<file path="src/rtl/dcache_mem_ctrl_if.sv">
// dcache_mem_ctrl_if: DCache miss port plus the shared byte-wide RAM bus.
interface dcache_mem_ctrl_if #(parameter int BLOCK_WIDTH = 4);
  localparam int AW = 32 - BLOCK_WIDTH;
  localparam int DW = (2 ** BLOCK_WIDTH) * 8;
  logic          miss;
  logic [AW-1:0] miss_addr;
  logic          read_write;
  logic [DW-1:0] write_back;
  logic          mem_data_valid;
  logic [AW-1:0] mem_addr;
  logic [DW-1:0] mem_data;
  logic          accept_write;
  logic          bus_req;
  logic          bus_grant;
  logic [31:0]   ram_addr;
  logic          ram_write;
  logic [7:0]    ram_wdata;
  logic [7:0]    ram_rdata;
  modport master (
    output miss, miss_addr, read_write, write_back, bus_grant, ram_rdata,
    input  mem_data_valid, mem_addr, mem_data, accept_write, bus_req, ram_addr, ram_write, ram_wdata
  );
  modport slave (
    input  miss, miss_addr, read_write, write_back, bus_grant, ram_rdata,
    output mem_data_valid, mem_addr, mem_data, accept_write, bus_req, ram_addr, ram_write, ram_wdata
  );
endinterface

</file>
<file path="src/rtl/dcache_mem_ctrl.sv">
// dcache_mem_ctrl: DCache miss service engine; byte-serial block writeback or fill over a
// req/grant-shared RAM bus.
module dcache_mem_ctrl #(parameter int BLOCK_WIDTH = 4) (
  input logic             clk,
  input logic             rst_n,
  dcache_mem_ctrl_if.slave bus
);
  localparam int BS = 2 ** BLOCK_WIDTH;
  localparam int AW = 32 - BLOCK_WIDTH;
  localparam int DW = BS * 8;
  localparam logic [BLOCK_WIDTH:0] LAST = (BLOCK_WIDTH + 1)'(BS - 1);
  localparam logic [BLOCK_WIDTH:0] FULL = (BLOCK_WIDTH + 1)'(BS);
  typedef enum logic [2:0] {IDLE, REQ, WRITE, READ, DONE} state_t;
  state_t               state;
  logic [BLOCK_WIDTH:0] cnt;
  logic [BLOCK_WIDTH:0] nxt;
  logic [AW-1:0]        addr;
  logic                 rw;
  logic [DW-1:0]        blk;
  assign nxt = cnt + 1'b1;
  // blk shifts right a byte per cycle: it feeds writeback bytes out and gathers fill bytes in
  always_ff @(posedge clk or negedge rst_n)
    if (!rst_n) begin
      state              <= IDLE;
      cnt                <= '0;
      addr               <= '0;
      rw                 <= 1'b0;
      blk                <= '0;
      bus.mem_data_valid <= 1'b0;
      bus.mem_addr       <= '0;
      bus.mem_data       <= '0;
      bus.accept_write   <= 1'b0;
      bus.bus_req        <= 1'b0;
      bus.ram_addr       <= '0;
      bus.ram_write      <= 1'b0;
      bus.ram_wdata      <= '0;
    end else
      case (state)
        IDLE: if (bus.miss) begin
          addr        <= bus.miss_addr;
          rw          <= bus.read_write;
          blk         <= bus.write_back;
          bus.bus_req <= 1'b1;
          state       <= REQ;
        end
        REQ: if (bus.bus_grant) begin
          cnt           <= '0;
          bus.ram_addr  <= {addr, {BLOCK_WIDTH{1'b0}}};
          bus.ram_write <= !rw;
          bus.ram_wdata <= rw ? '0 : blk[7:0];
          blk           <= rw ? blk : blk >> 8;
          state         <= rw ? READ : WRITE;
        end
        WRITE: if (cnt == LAST) begin
          bus.ram_addr     <= '0;
          bus.ram_write    <= 1'b0;
          bus.ram_wdata    <= '0;
          bus.bus_req      <= 1'b0;
          bus.accept_write <= 1'b1;
          bus.mem_addr     <= addr;
          state            <= DONE;
        end else begin
          cnt           <= nxt;
          bus.ram_addr  <= {addr, nxt[BLOCK_WIDTH-1:0]};
          bus.ram_wdata <= blk[7:0];
          blk           <= blk >> 8;
        end
        READ: begin
          // read data trails its address by a cycle, so capture starts at cnt 1 and ends at BS
          if (|cnt) blk <= {bus.ram_rdata, blk[DW-1:8]};
          if (cnt == FULL) begin
            bus.bus_req        <= 1'b0;
            bus.mem_data_valid <= 1'b1;
            bus.mem_data       <= {bus.ram_rdata, blk[DW-1:8]};
            bus.mem_addr       <= addr;
            state              <= DONE;
          end else begin
            cnt          <= nxt;
            bus.ram_addr <= nxt == FULL ? '0 : {addr, nxt[BLOCK_WIDTH-1:0]};
          end
        end
        DONE: begin
          bus.mem_data_valid <= 1'b0;
          bus.accept_write   <= 1'b0;
          state              <= IDLE;
        end
        default: state <= IDLE;
      endcase
endmodule

</file>
<file path="src/flat_wrapper.sv">
// flat-port wrapper written by rule: the top's interface ports become plain ports
module dcache_mem_ctrl_flat 
#(parameter int BLOCK_WIDTH = 4)
  (clk, rst_n, bus_miss, bus_miss_addr, bus_read_write, bus_write_back, bus_bus_grant, bus_ram_rdata, bus_mem_data_valid, bus_mem_addr, bus_mem_data, bus_accept_write, bus_bus_req, bus_ram_addr, bus_ram_write, bus_ram_wdata);
  dcache_mem_ctrl_if #(.BLOCK_WIDTH(BLOCK_WIDTH)) bus_i ();
  input logic clk;
  input logic rst_n;
  input wire logic [$bits(bus_i.miss)-1:0] bus_miss;
  input wire logic [$bits(bus_i.miss_addr)-1:0] bus_miss_addr;
  input wire logic [$bits(bus_i.read_write)-1:0] bus_read_write;
  input wire logic [$bits(bus_i.write_back)-1:0] bus_write_back;
  input wire logic [$bits(bus_i.bus_grant)-1:0] bus_bus_grant;
  input wire logic [$bits(bus_i.ram_rdata)-1:0] bus_ram_rdata;
  output wire logic [$bits(bus_i.mem_data_valid)-1:0] bus_mem_data_valid;
  output wire logic [$bits(bus_i.mem_addr)-1:0] bus_mem_addr;
  output wire logic [$bits(bus_i.mem_data)-1:0] bus_mem_data;
  output wire logic [$bits(bus_i.accept_write)-1:0] bus_accept_write;
  output wire logic [$bits(bus_i.bus_req)-1:0] bus_bus_req;
  output wire logic [$bits(bus_i.ram_addr)-1:0] bus_ram_addr;
  output wire logic [$bits(bus_i.ram_write)-1:0] bus_ram_write;
  output wire logic [$bits(bus_i.ram_wdata)-1:0] bus_ram_wdata;
  assign bus_i.miss = bus_miss;
  assign bus_i.miss_addr = bus_miss_addr;
  assign bus_i.read_write = bus_read_write;
  assign bus_i.write_back = bus_write_back;
  assign bus_i.bus_grant = bus_bus_grant;
  assign bus_i.ram_rdata = bus_ram_rdata;
  assign bus_mem_data_valid = bus_i.mem_data_valid;
  assign bus_mem_addr = bus_i.mem_addr;
  assign bus_mem_data = bus_i.mem_data;
  assign bus_accept_write = bus_i.accept_write;
  assign bus_bus_req = bus_i.bus_req;
  assign bus_ram_addr = bus_i.ram_addr;
  assign bus_ram_write = bus_i.ram_write;
  assign bus_ram_wdata = bus_i.ram_wdata;
  dcache_mem_ctrl #(.BLOCK_WIDTH(BLOCK_WIDTH)) u_core (.clk(clk), .rst_n(rst_n), .bus(bus_i));
endmodule
</file>
<file path="config.mk">
export PLATFORM = sky130hd
export DESIGN_NAME = dcache_mem_ctrl_flat
export DESIGN_NICKNAME = d
export VERILOG_FILES = /design/src/rtl/dcache_mem_ctrl_if.sv /design/src/rtl/dcache_mem_ctrl.sv /design/src/flat_wrapper.sv
export SDC_FILE = /design/constraint.sdc
export NUM_CORES = 1
export LEC_CHECK = 0
export CORE_UTILIZATION = 50
export DETAILED_ROUTE_END_ITERATION = 7
export PLACE_DENSITY = 0.8
export RECOVER_POWER = 100
export SLEW_MARGIN = 20
export SYNTH_ARGS = -nofsm -noshare
export SYNTH_HDL_FRONTEND = slang
export SYNTH_SLANG_ARGS = --single-unit
</file>
<file path="constraint.sdc">
create_clock -name clk -period 2.6 [get_ports clk]
set_clock_uncertainty 0.1 [all_clocks]
set_input_delay 0.52 -clock clk [delete_from_list [all_inputs] [get_ports clk]]
set_output_delay 0.52 -clock clk [all_outputs]
set_load 0.02 [all_outputs]
</file>
# Yosys cells after proc, flatten, opt, wreduce, memory -nomap -nowiden
# Cells that the tools add are included.
[totals] ff_bits=365 out_inout_bits=200 wordCells=89
[op_classes] addsub=1 eq_ne=15 mux=38 n_reduce_logical=22
[op_table] cell="$mux 128" n=5
[op_table] cell="$pmux 128 s4" n=1
[op_table] cell="$mux 32" n=4
[op_table] cell="$pmux 32 s3" n=1
[op_table] cell="$mux 28" n=2
[op_table] cell="$pmux 28 s2" n=1
[op_table] cell="$mux 8" n=3
[op_table] cell="$pmux 8 s2" n=1
[op_table] cell="$mux 5" n=3
[op_table] cell="$pmux 5 s3" n=1
[op_table] cell="$mux 3" n=4
[op_table] cell="$pmux 3 s4" n=1
[op_table] cell="$reduce_and 4->1" n=3
[op_table] cell="$eq 5x5->1 const B" n=2
[op_table] cell="$ne 2x2->1 const B" n=5
[op_table] cell="$reduce_and 2->1" n=5
[op_table] cell="$reduce_and 3->1" n=3
[op_table] cell="$reduce_bool 2->1" n=4
[op_table] cell="$mux 1" n=7
[op_table] cell="$eq 3x2->1 const B" n=2
[op_table] cell="$ne 2x1->1 const B" n=3
[op_table] cell="$pmux 1 s2" n=3
[op_table] cell="$reduce_and 6->1" n=1
[op_table] cell="$reduce_bool 3->1" n=2
[op_table] cell="other kinds (9)" n=9

# Logic depth before layout (Yosys ltp)
[logic_depth] depth_word=5 mapped_depth=9 ltp_nobuf=8

# Least setup slack after synthesis
# Ideal clock, no wire load.
[synth_timing] path_kind="register to register" from="register u_core.cnt[0]" to="register u_core.bus.ram_addr[11]" t_arrival_ns=1.967 t_required_ns=2.379 path_slack_ns=0.412 stages_incl_launch_ff=9 path_buffers=1 path_cell_list="dfrtp_1 -> ha_1 -> nand2_1 -> nor2_1 -> ha_1 -> a211oi_1 -> o32ai_4 -> buf_2 -> a22o_1"
[synth_via] elab_chain_len=5
[synth_lines] element="from (decl)" line_no="dcache_mem_ctrl.sv:15" rtl="logic [BLOCK_WIDTH:0] cnt;"
[synth_lines] element="from (signal assigned)" line_no="dcache_mem_ctrl.sv:63" rtl="cnt <= nxt;"
[synth_lines] element="from (signal assigned)" line_no="dcache_mem_ctrl.sv:78" rtl="cnt <= nxt;"
[synth_lines] element="$add 5x1->5" line_no="dcache_mem_ctrl.sv:20" rtl="assign nxt = cnt + 1'b1;"
[synth_lines] element="$eq 5x5->1" line_no="dcache_mem_ctrl.sv:79" rtl="bus.ram_addr <= nxt == FULL ? '0 : {addr, nxt[BLOCK_WIDTH-1:0]};"
[synth_lines] element="$mux 32" line_no="dcache_mem_ctrl.sv:79"
[synth_lines] element="$mux 32" line_no="dcache_mem_ctrl.sv:71" rtl="if (cnt == FULL) begin"
[synth_lines] element="$pmux 32 s3" line_no="dcache_mem_ctrl.sv:38" rtl="case (state)"
[synth_lines] element="to (signal assigned)" line_no="dcache_mem_ctrl.sv:48" rtl="bus.ram_addr <= {addr, {BLOCK_WIDTH{1'b0}}};"
[synth_lines] element="to (signal assigned)" line_no="dcache_mem_ctrl.sv:64" rtl="bus.ram_addr <= {addr, nxt[BLOCK_WIDTH-1:0]};"
[synth_lines] element="to (signal assigned)" line_no="dcache_mem_ctrl.sv:79"
[synth_lines] element="to (decl)" line_no="dcache_mem_ctrl_if.sv:25" rtl="output mem_data_valid, mem_addr, mem_data, accept_write, bus_req, ram_addr, ram_write, ram_wdata"
# Several ways; a longest one is shown, not always the timed one. The select of a mux whose other input is x is not followed.
# A chain may end at the register's enable or synchronous reset.

# Final worst setup path
[layout_timing] from="register u_core.cnt[0]" to="register u_core.bus.mem_addr[27]"
[layout_via] elab_chain_len=3
[layout_lines] element="$eq 5x5->1 / $eq 5x4->1 (equally long branches)" line_no="dcache_mem_ctrl.sv:71, dcache_mem_ctrl.sv:54"
[layout_lines] element="$ne 2x1->1 (no line)"
[layout_lines] element="$reduce_and 3->1 (no line) (*)"
[layout_lines] element="to (signal assigned)" line_no="dcache_mem_ctrl.sv:60" rtl="bus.mem_addr <= addr;"
[layout_lines] element="to (signal assigned)" line_no="dcache_mem_ctrl.sv:75" rtl="bus.mem_addr <= addr;"
[layout_lines] element="to (decl)" line_no="dcache_mem_ctrl_if.sv:25"
# Every way passes the cells marked *; elsewhere a longest branch is shown, timed or not.

==> results.yml <==
yosys:
  synth_top_area_share_pct: 59.6
  synth_compound_area_share_pct: 13.6
  synth.cell_area_um2: 15300
  avgSynthCellArea_um2: 13.3
  synth-simple-area-share_pct: 1.16
  ys_ff_latch: 365
  synth_top_family_by_area: "multiplexers"
  synth_nets: 1328
  synth_seq_area_share_pct: 59.6
  syn_inst: 1156
  async_flop_share_pct: 100
  yosys.area.top_type: "dfrtp_1"
  synthAdderAreaFrac_pct: 0.245
  synth_area_leaders: "dfrtp_1 60%, mux2_2 10%, mux2i_1 7.9%"
  ys_warn_count: 0
  synth_xor_area_share_pct: 0.114
  synth_edf_count: 0
  synthMuxAreaShare_pct: 21.4
  yosysUniqueCellTypes: 42
  synth_flop_cell: "dfrtp_1"
global_route:
  grt_overflow: 0
  groute.usage.overall_pct: 26.1
  antenna_found_initial: 4
  grt_max_degree: 109
  grt_pass1_vias: 11402
  grt_pass1_wl_mm: 63.7
layout:
  area.growth.synth_to_final_pct: 36.8
  drive_gt1_share_pct: 16.4
  layout_common_cells: "365 x dfrtp_1, 201 x dlygate4sd3_1, 167 x clkdlybuf4s50_1, 137 x a21oi_1, 136 x mux2_2"
  finish.net_count: 1686
  final_common_cell: "dfrtp_1"
  fillCellCount: 2072
clock_network:
  clk_latency_ns: 0.52
  numCtsBuffers: 39
  clockRootBuffer: "clkbuf_16"
  cts.clk_slew.worst_paths_ns: 0.07
  cts.sinks: 365
  cts_max_path_buffers: 3
  htreeDepth: 2
  cts_tree: "done"
sta:
  finalHoldViolCount: 0
  final-setup-viol-count: 0
  finalCritPeriodShare_pct: 91.1
  setup_ws_ns: 0.231
  grt_setup_unrepaired: "false"
  fmaxAchievable_ghz: 0.422
  worstMarginPinSlew_ns: 1.50
  slew_violations: 0
  finalSetupTns_ns: 0
  relSlewSlack_pct: 0.171
  min_period_ns: 2.37
power:
  seq_power_share_pct: 35.8
  swShare_pct: 38.4
  total_power_mw: 29.1
  intPower_mw: 17.9
  clkPwrFrac_pct: 19.4
  p_leak_nw: 9.45
  p_sw_mw: 11.1
  p_comb_share_pct: 44.7
  powerDensity_nw_per_um2: 1390
  ir_drop_v: 0.000867
placement:
  dpl.hpwl_mm: 28.2
  port_buffers: 368
  place.gp.congestion: 0.836
  pre_cts_ws_ns: 0.125
route:
  wire_per_inst_um: 21.8
  route.detailed.drc: 0
  viasPerCell: 5.81
  vias: 11245
  antenna_left: 0
  totalWireLength_mm: 42.1
  drt_pre_antenna_iters: 5
  drt_iter0_markers: 840
floorplan:
  io_pins: 369
  num_rows: 63
  start_util_pct: 51.3
  core_um2: 29900
  die_area_um2: 31400
  die_w_um: 177
  dieHeight_um: 177
setup_path:
  cpLargestDelayFamily: "simple AND/OR/NAND/NOR gates"
  worstSetupPathType: "reg2reg"
  cp_slowest_cell: "dfrtp_1"
  cp.required_ns: 2.89
  crit_chain: "inv_1, ha_1, nor4bb_2, nand2_1, a21oi_1, buf_12, mux2_1"
  crit_arrival_ns: 2.66
  worstSetupStartpointType: "flop"
  endpoint_kind: "flop"
  path_max_fanout: 30
  crit_buf_inv: 2
  slowest_delay_ns: 0.43
status:
  outcome: "finished, violations left"
  violations: "max-capacitance violations"
run:
  maxCapViolations: 1
worst_hold_path:
  min_path_type: "reg2reg"
[repair_timing]
| item | CTS | global route |
|---|---|---|
| hold buffers | 1 | 0 |
| setup buffers | 0 | 3 |
| endpoints found under the setup margin | 0 | 193 |
| endpoints found under the hold margin | 43 | 0 |
| resized for setup | 0 | 7 |
[flip-flops by register name, indices dropped and copies added, names as in the netlist]
register                   cells
u_core.bus.ram_addr           32
u_core.rw                      1
u_core.bus.mem_addr           28
u_core.state                   3
u_core.bus.bus_req             1
u_core.bus.mem_data          128
u_core.bus.ram_wdata           8
u_core.blk                   128
u_core.cnt                     5
u_core.bus.ram_write           1
u_core.addr                   28
u_core.bus.accept_write        1
u_core.bus.mem_data_valid      1
[tightest hold or removal path, cell delays in order, from the launching register on]
cell and delay, ns:
dfrtp_1 0.34, nand2_1 0.04, o21ai_0 0.06
[layer usage]
layer  wire [um]  GRT usage [%]
met3        3390           7.50
met2       20300           42.3
met1       17300           33.5
met4        1200           8.98
met5          27              0
[kinds of logic (layout without fill, tap and decap cells)]
kind of cell	after synthesis	count (layout)
adder cells (fa/ha/maj)	3	3
multiplexers	305	305
AO/OA/AOI/OAI	337	337
AND/OR/NAND/NOR	33	33
buffers and inverters	111	497
other	0	2
XOR/XNOR	2	2
flip-flops	365	365
[cells in the mapped netlist (4+ instances only)]
library cell	number
buf_2	60
clkbuf_1	22
a31oi_1	129
buf_6	10
dfrtp_1	365
o21ai_0	9
mux2i_1	121
nand2_1	12
buf_4	7
a22o_1	36
a21oi_1	136
nand2b_1	4
inv_1	9
mux2_2	136
nor2b_1	4
mux2_1	48
a22oi_1	8
[final timing paths]
check | start | end | slack [ns] | cells after the start
setup reg to reg | u_core.cnt[0] | u_core.bus.mem_addr[27] | 0.23 | 7
min in group asynchronous | rst_n | u_core.bus.mem_data[63] | 0.83 | 2
hold / removal | u_core.bus.ram_addr[3] | u_core.bus.ram_addr[3] | 0.38 | 2
setup / recovery | u_core.cnt[0] | u_core.bus.mem_addr[27] | 0.23 | 7
max in group asynchronous | rst_n | u_core.addr[0] | 0.34 | 3
hold reg to reg | u_core.bus.ram_addr[3] | u_core.bus.ram_addr[3] | 0.38 | 2
[metrics by stage]
stage	hold slack (ns)	instances	cell area, um^2	util [%]
after floorplan	0.124	1156	15300	-
after global placement	0.363	1856	19600	65.7
after detailed placement	0.370	1856	19600	65.7
after CTS	0.389	1926	21000	70.2
after global routing	0.403	1934	21000	70.2
final	0.377	1934	21000	70.2
[area by class of cell]
cell class | instances | area (um^2) | area share, %
flip-flops and latches | 365 | 9130 | 43.6
multi-input cells | 680 | 5640 | 26.9
repair buffers | 419 | 4360 | 20.8
clock buffers | 53 | 1110 | 5.30
well taps | 390 | 488 | 2.33
clock inverters | 16 | 205 | 0.978
inverters | 9 | 33.8 | 0.161
diodes | 2 | 5.00 | 0.0239
[power groups by stage]
stage               registers (mW)  clock network, mW  logic, mW
floorplan                     11.6                  0       6.54
global placement              10.4                  0       13.0
detailed placement            10.5                  0       13.4
CTS                           10.5               5.75       13.4
global route                  10.7               5.95       14.0
finish                        10.4               5.65       13.0
(Power assumes the default switching activity.)
